### src/rtl/adc_capture_ctrl.sv
// ADC sample capture into an AXI4-Stream master with frame framing, a test-pattern
// source, continuous (real-time) re-framing and a sticky sample-drop flag.
module adc_capture_ctrl (
  input  logic        ACLK,
  input  logic        ARESETN,
  input  logic [31:0] dsize,
  input  logic        cr_start,
  input  logic        cr_test,
  input  logic        cr_rt,
  input  logic [15:0] adc_data,
  input  logic        adc_valid,
  output logic [15:0] M_AXIS_TDATA,
  output logic        M_AXIS_TVALID,
  output logic        M_AXIS_TLAST,
  input  logic        M_AXIS_TREADY,
  output logic        busy,
  output logic        done,
  output logic        overflow
);

  localparam logic [1:0] ST_IDLE  = 2'd0;
  localparam logic [1:0] ST_RUN   = 2'd1;
  localparam logic [1:0] ST_DRAIN = 2'd2;

  logic [1:0]  state_q, state_d;
  logic [31:0] len_q;
  logic        test_q;
  logic [31:0] sample_cnt_q;
  logic [15:0] test_cnt_q;
  logic [15:0] tdata_q;
  logic        tvalid_q;
  logic        tlast_q;
  logic        done_q;
  logic        overflow_q;

  logic        handshake;
  logic        out_free;
  logic        start_ok;
  logic        accept;
  logic        drop;
  logic        frame_end;
  logic        last_hs;
  logic [31:0] cnt_next;
  logic [15:0] sample_sel;

  // The ADC cannot be stalled: a sample either fits in the output register
  // (empty, or emptying this cycle) or it is lost.
  assign handshake  = tvalid_q & M_AXIS_TREADY;
  assign out_free   = ~tvalid_q | M_AXIS_TREADY;
  assign start_ok   = (state_q == ST_IDLE) & cr_start & (dsize != 32'd0);
  assign accept     = (state_q == ST_RUN) & adc_valid & out_free;
  assign drop       = (state_q == ST_RUN) & adc_valid & ~out_free;
  assign cnt_next   = sample_cnt_q + 32'd1;
  assign frame_end  = accept & (cnt_next == len_q);
  assign last_hs    = (state_q == ST_DRAIN) & handshake;
  assign sample_sel = test_q ? test_cnt_q : adc_data;

  always_comb begin
    // NOTE: default assignment first so no path leaves state_d unassigned (no latch).
    state_d = state_q;
    case (state_q)
      ST_IDLE:  if (start_ok)  state_d = ST_RUN;
      ST_RUN:   if (frame_end) state_d = ST_DRAIN;
      ST_DRAIN: if (last_hs)   state_d = cr_rt ? ST_RUN : ST_IDLE;
      default:                 state_d = ST_IDLE;
    endcase
  end

  // NOTE: all state uses non-blocking assignments and the asynchronous active-low
  // reset, so a mid-frame reset clears the stream outputs without waiting for a clock.
  always_ff @(posedge ACLK or negedge ARESETN) begin
    if (!ARESETN) begin
      state_q      <= ST_IDLE;
      len_q        <= 32'd0;
      test_q       <= 1'b0;
      sample_cnt_q <= 32'd0;
      test_cnt_q   <= 16'd0;
      tdata_q      <= 16'd0;
      tvalid_q     <= 1'b0;
      tlast_q      <= 1'b0;
      done_q       <= 1'b0;
      overflow_q   <= 1'b0;
    end else begin
      state_q <= state_d;
      done_q  <= last_hs & ~cr_rt;

      if (accept) begin
        tdata_q  <= sample_sel;
        tvalid_q <= 1'b1;
        tlast_q  <= frame_end;
      end else if (handshake) begin
        tvalid_q <= 1'b0;
        tlast_q  <= 1'b0;
      end

      // Frame length and source are frozen at start; later register writes wait.
      if (start_ok) begin
        len_q        <= dsize;
        test_q       <= cr_test;
        sample_cnt_q <= 32'd0;
        test_cnt_q   <= 16'd0;
      end else if (accept) begin
        sample_cnt_q <= cnt_next;
        test_cnt_q   <= test_cnt_q + 16'd1;
      end else if (last_hs && cr_rt) begin
        sample_cnt_q <= 32'd0;
        test_cnt_q   <= 16'd0;
      end

      if (start_ok) begin
        overflow_q <= 1'b0;
      end else if (drop) begin
        overflow_q <= 1'b1;
      end
    end
  end

  assign M_AXIS_TDATA  = tdata_q;
  assign M_AXIS_TVALID = tvalid_q;
  assign M_AXIS_TLAST  = tlast_q;
  assign busy          = (state_q != ST_IDLE);
  assign done          = done_q;
  assign overflow      = overflow_q;

endmodule
### config.mk
export PLATFORM = sky130hd
export DESIGN_NAME = adc_capture_ctrl
export DESIGN_NICKNAME = d
export VERILOG_FILES = /design/src/rtl/adc_capture_ctrl.sv
export SDC_FILE = /design/constraint.sdc
export NUM_CORES = 1
export LEC_CHECK = 0
export BUFFER_PORTS_ARGS = -buffer_cell sky130_fd_sc_hd__buf_2
export CORE_ASPECT_RATIO = 1.25
export CORE_UTILIZATION = 52
export DETAILED_ROUTE_END_ITERATION = 6
export HOLD_SLACK_MARGIN = 0.1
export PLACE_DENSITY = 0.73
export SLEW_MARGIN = 20
export SYNTH_ARGS = -nofsm -noshare
export SYNTH_HDL_FRONTEND = slang
export SYNTH_SLANG_ARGS = --single-unit
### constraint.sdc
create_clock -name ACLK -period 8.1 [get_ports ACLK]
set_clock_uncertainty 0.15 [all_clocks]
set_input_delay 0 -clock ACLK [delete_from_list [all_inputs] [get_ports ACLK]]
set_output_delay 0 -clock ACLK [all_outputs]
set_load 0.005 [all_outputs]
==> results of run 1 <==
-- worst reg2reg max path, delay by kind of cell (launching register included) --
kind,cells,cell delay [ns]
DFF,1,0.43
adders and majority gates,1,0.33
AOI/OAI and AO/OA,3,0.76
xor gates and xnor gates,1,0.17
and+or+nand+nor,4,1.88
-- synth_stat cells (15+ instances only) --
library cell	instances	area, um^2
nand4_1	19	119
nor2_1	49	184
nand3_1	15	75.1
xor2_1	16	140
mux2i_1	20	200
mux2_2	33	372
o21ai_0	91	455
and3_1	16	100
o31ai_1	15	113
dfrtp_1	103	2580
nand2_1	68	255
xnor2_1	22	193
clkbuf_1	32	120
-- kinds of logic (layout without fill, tap and decap cells) --
group	after synthesis	in the layout	synth area share
AND/OR/NAND/NOR	218	218	0.192
AO/OA/AOI/OAI	153	153	0.160
flip-flops	103	103	0.452
multiplexers	53	53	0.100
buffers and inverters	45	158	0.0310
XOR/XNOR	38	38	0.0584
adder cells (fa/ha/maj)	3	3	0.00615
-- power groups by stage --
| stage | Clock, W | Combinational (W) | Sequential [W] |
|---|---|---|---|
| 5_1_grt | 0.000524 | 0.000441 | 0.000740 |
| 3_3_place_gp | 0 | 0.000362 | 0.000727 |
| 4_1_cts | 0.000502 | 0.000398 | 0.000723 |
| 2_1_floorplan | 0 | 0.000281 | 0.000687 |
| 6_report | 0.000491 | 0.000400 | 0.000725 |
| 3_5_place_dp | 0 | 0.000375 | 0.000734 |
-- routing by layer --
metal,track usage,wire [um],vias to the layer above
met5,0,0,-
met4,0.103,312,0
li1,-,-,2443
met3,0.0504,746,22
met2,0.483,7740,191
met1,0.357,6450,2508
-- metrics by stage --
stage | setup slack, ns | power (W) | hold WS (ns) | cells
6_report | 4.26 | 0.00162 | 0.292 | 858
5_1_grt | 4.00 | 0.00170 | 0.288 | 858
4_1_cts | 4.28 | 0.00162 | 0.276 | 858
3_5_place_dp | 4.31 | 0.00111 | -0.0856 | 786
3_3_place_gp | 4.43 | 0.00109 | -0.0956 | 786
2_1_floorplan | 4.69 | 0.000968 | -0.446 | 613
-- flip-flops by register name (all words and copies together), names as in the netlist --
signal,cells
state_q,2
test_q,1
M_AXIS_TLAST,1
done,1
sample_cnt_q,32
len_q,32
overflow,1
M_AXIS_TVALID,1
test_cnt_q,16
M_AXIS_TDATA,16
-- area by class of cell --
class                      count  area, um^2  area share
sequential                   103        2580       0.366
clock inverter                 6         109      0.0155
timing repair buffer         136         978       0.139
clock buffer                   9         225      0.0320
inverter                       7        26.3     0.00373
tap                          132         165      0.0235
multi-input combinational    465        2960       0.420
-- worst max path at each step --
stage | startpoint | endpoint | slack, ns | depth (start not counted)
3_3_place_gp | sample_cnt_q[0] | state_q[0] | 4.43 | 9
4_1_cts | sample_cnt_q[0] | state_q[0] | 4.28 | 9
3_5_place_dp | sample_cnt_q[0] | state_q[0] | 4.31 | 9
5_1_grt | sample_cnt_q[0] | state_q[0] | 4.00 | 9
6_report | sample_cnt_q[0] | state_q[0] | 4.26 | 9
2_1_floorplan | sample_cnt_q[0] | state_q[0] | 4.69 | 11
-- repair_timing --
item	4_1_cts	5_1_grt
endpoints found under the hold margin	102	0
hold buffers	57	0
resized for setup	0	0
==> results.txt, run 1 <==
status -> finished, final reports clean
Least-Margin Pin Slew -> 1.03 ns
Routed Antenna Nets -> 0
Die Span X -> 95.6 um
synthesis-to-layout area growth -> 23.5%
CTS sink cnt -> 103
Max-cap violations -> 0
placed cell areas -> 0.00613 mm^2
PwrDens -> 230 mW/mm^2
antenna violations before repair -> 0
setup TNS -> 0 ns
library cells used by synthesis -> 51
DRC -> 0
maximum number of pins on one net before global-route repair -> 84
clk root buf -> clkbuf_16
fin area -> 0.00704 mm^2
CP endpoint kind -> flop
Post-Syn Area -> 0.00570 mm^2
RSZ-0062 raised after global routing -> false
chip height -> 119 um
CTS max path bufs -> 2
fmax -> 261 MHz
synthesized area per cell -> 9.29 um^2
internal power -> 0.00113 W
delay-heaviest family, CP -> simple AND/OR/NAND/NOR gates
IO Pins -> 76
sw frac -> 0.303
CTS H-tree lvls -> 3
vias in the first global route -> 5103
Reg clk slew, reported paths -> 0.07 ns
Setup crit start kind -> flop
# nets final -> 779
Worst path max stage delay -> 0.74 ns
layout cell share with drive strength beyond 1 -> 0.189
Initial Util -> 0.537
Post-synth EDFFs -> 0
highest-count cells in the layout ignoring fill and taps -> 103 x dfrtp_1, 91 x o21ai_0, 74 x buf_2
worst hold stages -> 3
Synth async-reset ratio -> 1.00
Core ar. -> 0.0106 mm^2
most common cell after layout, fill and taps aside -> dfrtp_1
Main synth FF type -> dfrtp_1
Post-CTS Setup Repair Bufs -> 0
fin util -> 0.663
worst flop-to-flop path endpoint -> state_q[0]
die area -> 0.0114 mm^2
Worst-Skew Late Latency -> 0.34 ns
drt wl/cell -> 17.8 um
TritonRoute pass-1 iters -> 5
Final Slew Violations -> 0
Leakage -> 3.07 nW
CP max FO -> 8
Final Hold Viols -> 0
setup slack, reg-to-reg -> 4.26 ns
CTS tree -> built
Final Wtd Congestion -> 0.948
DP HPWL -> 9940 um
Synth Register Bits -> 103
Final setup viols -> 0
worst-path cell chain -> ha_1 > nand3_1 > or4_1 > nor2_1 > xnor2_1 > o21ai_0 > a2111o_1 > or4_4 > a31o_1
Clk pwr share -> 0.304
reg2reg start -> sample_cnt_q[0]
sink of the worst hold path -> len_q[30]
Crit path arrival time -> 3.92 ns
VDD IR-drop max -> 139 uV
R2R depth -> 9
Seq/Total Area, Yosys -> 0.452
Post-Syn Instances -> 613
FILL cells -> 820
Hold Startpoint -> dsize[30]
max_slew headroom -> 0.309
combinational share of power -> 0.248
drt via density -> 6.02
Req. time, crit path -> 8.18 ns
GR Util All Layers -> 0.284
fin crit share -> 0.474
Num CTS Buffers -> 9
first-pass GRT wire length -> 24900 um
via count -> 5164
row cnt -> 42
drt initial violations -> 426
PortBufs -> 75
CP max-delay cell -> or4_1
syn nets -> 670
ant diodes -> 0
min cycle time layout -> 3.84 ns
Sw Pwr -> 0.000490 W
Buf/Inv on CP -> 0
share of total power in sequential cells -> 0.449
total gr overflow -> 0
Hold Crit Class -> in2reg
synth warn -> 0
DRT Wirelength -> 15300 um
CP Class -> reg2reg
No activity file was read; power rests on OpenSTA's default activity.
==> run 2: changes to the inputs <==
--- a/config.mk
+++ b/config.mk
@@ -10,7 +10,7 @@
 export CORE_UTILIZATION = 52
 export DETAILED_ROUTE_END_ITERATION = 6
 export HOLD_SLACK_MARGIN = 0.1
-export PLACE_DENSITY = 0.73
+export PLACE_DENSITY = 0.76
 export SLEW_MARGIN = 20
 export SYNTH_ARGS = -nofsm -noshare
 export SYNTH_HDL_FRONTEND = slang
==> constraint.sdc (replaced) <==
create_clock -name ACLK -period 3.5 [get_ports ACLK]
set_clock_uncertainty 0.15 [all_clocks]
set_input_delay 0 -clock ACLK [delete_from_list [all_inputs] [get_ports ACLK]]
set_output_delay 0 -clock ACLK [all_outputs]
set_load 0.005 [all_outputs]
==> run 2 against run 1 <==
Global-route usage decreased by 0.13 points. Critical path depth unchanged. Via count increased by 0.39%. Final cell count increased by 0.82%. Critical path type unchanged. Core utilization increased by 0.18 points. Sequential share of layout area decreased by 0.080 points. Clock power increased by 110%. Combinational power increased by 130%. Hold slack got worse by 0.089 ns. Sequential power increased by 130%. Die area unchanged.
==> results.txt, run 2 (synthesis gave the netlist of run 1 again) <==
via count -> 5184 (was 5164)
CP endpoint kind -> flop (unchanged)
DRT Wirelength -> 15200 um (was 15300 um)
Largest regs -> len_q: 32 flops, sample_cnt_q: 32 flops (unchanged)
Worst-Skew Late Latency -> 0.35 ns (was 0.34 ns)
fin crit share -> 0.952 (was 0.474)
Min Hold Slack -> 0.203 ns (was 0.292 ns)
Crit path arrival time -> 3.42 ns (was 3.92 ns)
Sw Pwr -> 0.00115 W (was 0.000490 W)
Die Span X -> 95.6 um (unchanged)
IO Pins -> 76 (unchanged)
Routed Antenna Nets -> 0 (unchanged)
synthesis-to-layout area growth -> 23.9% (was 23.5%)
fin cells -> 865 (was 858)
Setup crit start kind -> flop (unchanged)
layout cell share with drive strength beyond 1 -> 0.202 (was 0.189)
maximum number of pins on one net before global-route repair -> 78 (was 84)
CP Class -> reg2reg (unchanged)
GR Util All Layers -> 0.283 (was 0.284)
drt initial violations -> 465 (was 426)
Core ar. -> 0.0106 mm^2 (unchanged)
CTS max path bufs -> 2 (unchanged)
# nets final -> 785 (was 779)
internal power -> 0.00248 W (was 0.00113 W)
Num CTS Buffers -> 9 (unchanged)
Hold Crit Class -> in2async (was in2reg)
Buf/Inv on CP -> 0 (unchanged)
RSZ-0062 raised after global routing -> false (unchanged)
share of total power in sequential cells -> 0.465 (was 0.449)
most common cell after layout, fill and taps aside -> dfrtp_1 (unchanged)
max_slew headroom -> 0.350 (was 0.309)
clk root buf -> clkbuf_16 (unchanged)
CP max FO -> 8 (unchanged)
Worst path max stage delay -> 0.61 ns (was 0.74 ns)
Inst Count DP -> 794 (was 786)
sw frac -> 0.317 (was 0.303)
ant diodes -> 0 (unchanged)
total gr overflow -> 0 (unchanged)
row cnt -> 42 (unchanged)
combinational share of power -> 0.257 (was 0.248)
DP HPWL -> 9870 um (was 9940 um)
VDD IR-drop max -> 326 uV (was 139 uV)
antenna violations before repair -> 0 (unchanged)
Final Wtd Congestion -> 0.904 (was 0.948)
Req. time, crit path -> 3.59 ns (was 8.18 ns)
PwrDens -> 514 mW/mm^2 (was 230 mW/mm^2)
TritonRoute pass-1 iters -> 5 (unchanged)
delay-heaviest family, CP -> simple AND/OR/NAND/NOR gates (unchanged)
drt wl/cell -> 17.6 um (was 17.8 um)
Clk pwr share -> 0.278 (was 0.304)
fmax -> 300 MHz (was 261 MHz)
Final Slew Violations -> 0 (unchanged)
Least-Margin Pin Slew -> 0.975 ns (was 1.03 ns)
vias in the first global route -> 5195 (was 5103)
CTS H-tree lvls -> 3 (unchanged)
worst-path cell chain -> ha_4 > nand3_1 > or4_1 > nor2_1 > xnor2_1 > o21ai_0 > a2111o_1 > or4_4 > a31o_1 (was ha_1 > nand3_1 > or4_1 > nor2_1 > xnor2_1 > o21ai_0 > a2111o_1 > or4_4 > a31o_1)
first-pass GRT wire length -> 24700 um (was 24900 um)
Final Hold Viols -> 0 (unchanged)
chip height -> 119 um (unchanged)
CTS tree -> built (unchanged)
min cycle time layout -> 3.33 ns (was 3.84 ns)
Initial Util -> 0.537 (unchanged)
status -> finished, final reports clean (unchanged)
die area -> 0.0114 mm^2 (unchanged)
Max-cap violations -> 0 (unchanged)
CTS sink cnt -> 103 (unchanged)
PortBufs -> 75 (unchanged)
CP max-delay cell -> or4_1 (unchanged)
Leakage -> 3.08 nW (was 3.07 nW)
drt via density -> 5.99 (was 6.02)
Reg clk slew, reported paths -> 0.07 ns (about the same)
FILL cells -> 829 (was 820)
highest-count cells in the layout ignoring fill and taps -> 102 x dfrtp_1, 91 x o21ai_0, 74 x buf_2 (was 103 x dfrtp_1, 91 x o21ai_0, 74 x buf_2)
Final setup viols -> 0 (unchanged)
DRC -> 0 (unchanged)
setup TNS -> 0 ns (unchanged)
[run 2: cell types whose count changed in the layout (fill, tap and decap cells not counted), sizes merged]
cell / change
buf: +8
bufinv: -2
clkinvlp: +2
dlygate4sd3: -2
clkinv: +1
[run 2: timing repair]
action,in CTS,in global routing
hold endpoints to repair,130,0
endpoints found under the setup margin,0,3
setup buffers,0,0
hold buffers,55,0
resized for setup,0,4
[run 2: per-stage QoR]
step,utilization,worst slack (ns),area (um^2),total power [W]
global placement,0.583,0.121,6190,0.00251
global route,0.665,0.0480,7060,0.00382
CTS,0.663,0.0000817,7040,0.00361
finish,0.665,0.170,7060,0.00363
detailed placement,0.583,0.0255,6190,0.00256
floorplan,-,0.0887,5700,0.00224
[run 2: final timing paths]
path,startpoint,to,slack [ns],cells past startpoint
min reg2reg,M_AXIS_TDATA[8],M_AXIS_TDATA[8],0.33,2
min in group ACLK,cr_test,test_q,0.27,3
min,ARESETN,M_AXIS_TDATA[2],0.20,2
max reg2reg,sample_cnt_q[0],state_q[0],0.17,9
max in group asynchronous,ARESETN,sample_cnt_q[0],2.20,3
max,sample_cnt_q[0],state_q[0],0.17,9
[run 2: final cells by class]
class / count / area, um^2 / area share
clock buffer: 9 / 225 / 0.0319
clock inverter: 7 / 72.6 / 0.0103
inverter: 7 / 26.3 / 0.00372
multi-input combinational: 465 / 2970 / 0.421
sequential: 103 / 2580 / 0.365
tap: 132 / 165 / 0.0234
timing repair buffer: 142 / 1020 / 0.144
[run 2: worst reg2reg max path, cell delays in order (launching register included)]
cell and delay [ns]:
dfrtp_2 0.44, ha_4 0.20, nand3_1 0.19, or4_1 0.61, nor2_1 0.20, xnor2_1 0.13
o21ai_0 0.09, a2111o_1 0.38, or4_4 0.58, a31o_1 0.25
[run 2: power by group through the flow]
stage	clock (W)	combinational, W	sequential [W]
3_3_place_gp	0	0.000832	0.00168
3_5_place_dp	0	0.000865	0.00170
6_report	0.00101	0.000933	0.00169
5_1_grt	0.00107	0.00103	0.00172
4_1_cts	0.00103	0.000916	0.00167
2_1_floorplan	0	0.000650	0.00159
[run 2: per-layer routing]
layer  vias up  track usage  share of wire
met5         -            0              0
met2       187        0.465           0.49
li1       2443            -              -
met3        40       0.0460          0.048
met1      2514        0.356           0.43
met4         0        0.140          0.033
